==> src/rtl/mega_mux_of_destiny.sv <==
// Eight-input WIDTH-bit selector built as a three-level tree of gate-level 2:1 muxes.
// Define MEGA_MUX_REG_OUT_EN to register O (one cycle latency, synchronous reset); default is combinational.
module mega_mux_of_destiny #(
   parameter int unsigned WIDTH = 32
) (
   output logic [WIDTH-1:0] O,
   input  logic [2:0]       S,
   input  logic [WIDTH-1:0] I0,
   input  logic [WIDTH-1:0] I1,
   input  logic [WIDTH-1:0] I2,
   input  logic [WIDTH-1:0] I3,
   input  logic [WIDTH-1:0] I4,
   input  logic [WIDTH-1:0] I5,
   input  logic [WIDTH-1:0] I6,
   input  logic [WIDTH-1:0] I7,
   input  logic             clk,
   input  logic             reset
);

   // AND/OR 2:1 mux; an X select is not masked, so it propagates into the result.
   function automatic logic [WIDTH-1:0] mux2(input logic [WIDTH-1:0] a,
                                             input logic [WIDTH-1:0] b,
                                             input logic             sel);
      return (a & ~{WIDTH{sel}}) | (b & {WIDTH{sel}});
   endfunction

   logic [WIDTH-1:0] lvl1_c [4];
   logic [WIDTH-1:0] lvl2_c [2];
   logic [WIDTH-1:0] sel_c;

   assign lvl1_c[0] = mux2(I0, I1, S[0]);
   assign lvl1_c[1] = mux2(I2, I3, S[0]);
   assign lvl1_c[2] = mux2(I4, I5, S[0]);
   assign lvl1_c[3] = mux2(I6, I7, S[0]);

   assign lvl2_c[0] = mux2(lvl1_c[0], lvl1_c[1], S[1]);
   assign lvl2_c[1] = mux2(lvl1_c[2], lvl1_c[3], S[1]);

   assign sel_c     = mux2(lvl2_c[0], lvl2_c[1], S[2]);

`ifdef MEGA_MUX_REG_OUT_EN
   // Output register; reset wins over the selected value.
   always_ff @(posedge clk) begin
      if (reset) begin
         O <= '0;
      end else begin
         O <= sel_c;
      end
   end
`else
   assign O = sel_c;

   // clk and reset exist only for port compatibility in this build.
   logic unused_ctl;
   assign unused_ctl = clk ^ reset;
`endif

endmodule

==> config.mk <==
export PLATFORM = sky130hd
export DESIGN_NAME = mega_mux_of_destiny
export DESIGN_NICKNAME = d
export VERILOG_FILES = /design/src/rtl/mega_mux_of_destiny.sv
export SDC_FILE = /design/constraint.sdc
export NUM_CORES = 1
export LEC_CHECK = 0
export CAP_MARGIN = 20
export CELL_PAD_IN_SITES_DETAIL_PLACEMENT = 0
export CELL_PAD_IN_SITES_GLOBAL_PLACEMENT = 1
export CORE_MARGIN = 2
export CORE_UTILIZATION = 17
export DETAILED_ROUTE_END_ITERATION = 8
export PLACE_DENSITY_LB_ADDON = 0.1
export SLEW_MARGIN = 20
export SYNTH_ARGS = -nofsm -noshare
export SYNTH_HDL_FRONTEND = slang
export SYNTH_SLANG_ARGS = --single-unit
==> constraint.sdc <==
create_clock -name vclk -period 2.35
set_clock_uncertainty 0.05 [all_clocks]
set_input_delay 0.47 -clock vclk [all_inputs]
set_output_delay 0.47 -clock vclk [all_outputs]
set_load 0.01 [all_outputs]
==> flow_summary.ini <==
[detailed_routing]
wl_mm = 11.45
via_per_inst = 4.584
drc = 0
dr.first_iter.drc_count = 59
vias = 2581
drtAntennaViolNets = 0
wl_per_cell_um = 20.34
dr.pass1.iters = 3

[grt]
grt_max_degree = 24
grt_pass1_vias = 2935
grt_antenna_before_repair = 0
grt_pass1_wl_mm = 16.29
overflow = 0
grt_use_total_pct = 16.22

[yosys]
synth_compound_area_share_pct = 0
netlist.area_leader.share_pct = 50.69
synth_fa_ha_area_share_pct = 0
syn_area_um2 = 2073
syn_avg_cell_area_um2 = 18.19
synth_cell_types = 7
synthCells = 114
synthXorXnorAreaFrac_pct = 0
synthSimpleGateAreaFrac_pct = 0
yosys_warnings = 0
synthMuxAreaShare_pct = 94.15
ys_seq_area_share_pct = 0
synth_area_leaders = mux4_1, mux4_2, mux2_2
synth_nets = 375
synth_top_area_cell = mux4_1
synth_top_family_by_area = multiplexers

[finish]
syn_to_final_growth_pct = 157.1
drive_gt1_share_pct = 33.65
numSequentialCells = 0
nets = 679
final_cell_area_um2 = 5330
fillers = 1124
fin_util_pct = 44.56
final.clkbuf_count = 0
layoutNonFillerInstCount = 563
register_area_um2 = 0
diodes = 0

[job]
drv_cap = 0

[placement]
place_area_um2 = 5186
dpl_worst_slack_ns = -0.3732
gp_congestion = 0.7691
placed_cells = 544
port_buffers = 291
dp_hpwl_mm = 9.420

[sta]
min_period_over_period_pct = 99.59
rsz0062_at_grt = true
finalCriticalPeriod_ns = 2.340
hold_ws_ns = 1.487
setup_viol = 0
tightest_slew_ns = 0.1829
max-slew-margin-rel_pct = 87.80
finalHoldViolCount = 0
fmax_mhz = 427.3
setup_slack_ns = 0.009707
final_max_slew_viol_count = 0

[floorplan]
initial_core_util_pct = 17.33
core_um2 = 11960
ios = 293
die_w_um = 114.4
rows = 40
die_y_um = 114.4
die_area_um2 = 13100

[run_status]
status = finished clean

[hold_path]
holdCritPathClass = in2out

[pwr]
power_switching_uw = 262.0
ir_drop_mv = 0.06120
pwr-share-clk_pct = 0
power_frac_comb_pct = 100.0
intPower_uw = 736.1
powerDensity_nw_per_um2 = 187.3
power.leakage_uw = 0.002021
switching_share_pct = 26.25
pwr-share-seq_pct = 0

[setup_path]
crit_type = in2out
arrival_ns = 1.82
path_max_fanout = 8
cp.required_ns = 1.83
setup.worst_path.end_class = output port
start_kind = input pin
==> worst paths after layout <==
check | depth (start not counted) | from | endpoint
worst max-delay path | 7 | S[0] | O[18]
worst min-delay path | 4 | S[1] | O[18]
==> layer usage <==
| metal | global-route usage (%) | wire [um] | up-vias |
|---|---|---|---|
| met3 | 3.812 | 1009 | 6 |
| met5 | 0 | 0 | - |
| met1 | 16.53 | 3811 | 1261 |
| li1 | - | - | 1175 |
| met4 | 1.138 | 99 | 0 |
| met2 | 34.04 | 6529 | 139 |
==> cells by family (layout without fill, tap and decap cells) <==
kind of cell           Yosys count  count (layout)
multiplexers                    96              96
buffers and inverters           18             320
==> stage by stage <==
stage | TNS (ns) | power [uW]
6_report | 0 | 998.2
5_1_grt | -0.1009 | 1062
4_1_cts | -0.1916 | 985.0
3_5_place_dp | -10.32 | 976.2
3_3_place_gp | -10.15 | 967.4
2_1_floorplan | 0 | 355.3
==> power by group through the flow <==
stage          registers (uW)  clock network (uW)  logic [uW]
2_1_floorplan               0                   0         355
3_3_place_gp                0                   0         967
3_5_place_dp                0                   0         976
4_1_cts                     0                   0         985
5_1_grt                     0                   0        1060
6_report                    0                   0         998
==> layout by cell type (no fill, tap or decap) <==
cell,Yosys,layout
mux4_1,40,20
mux2_4,0,3
buf_6,7,8
buf_2,1,28
buf_12,0,11
buf_16,0,5
clkdlybuf4s50_1,0,256
clkbuf_16,0,1
mux4_2,24,44
buf_4,0,11
mux2_2,32,29
==> critical path, cell delays in order <==
cell	delay [ns]
buf_16	0.11
buf_12	0.12
buf_12	0.13
buf_6	0.10
mux4_2	0.49
mux2_4	0.28
buf_6	0.12
==> cells in the mapped netlist (all sizes together) <==
cell type / n
clkbuf: 2
mux2: 32
buf: 16
mux4: 64
==> cell type report <==
type | instances | area [um^2] | share of cell area, %
Timing Repair Buffer | 320 | 3258 | 61.13
Multi-Input combinational cell | 96 | 1888 | 35.42
Tap cell | 147 | 183.9 | 3.451
==> timing repair <==
item / CTS / global route
gates cloned: 4 / 1
hold buffers: 0 / 0
buffers inserted: 10 / 4
endpoints found under the setup margin: 32 / 12
pin swaps: 0 / 0
resized for setup: 156 / 14
No activity file was read; power rests on OpenSTA's default activity.
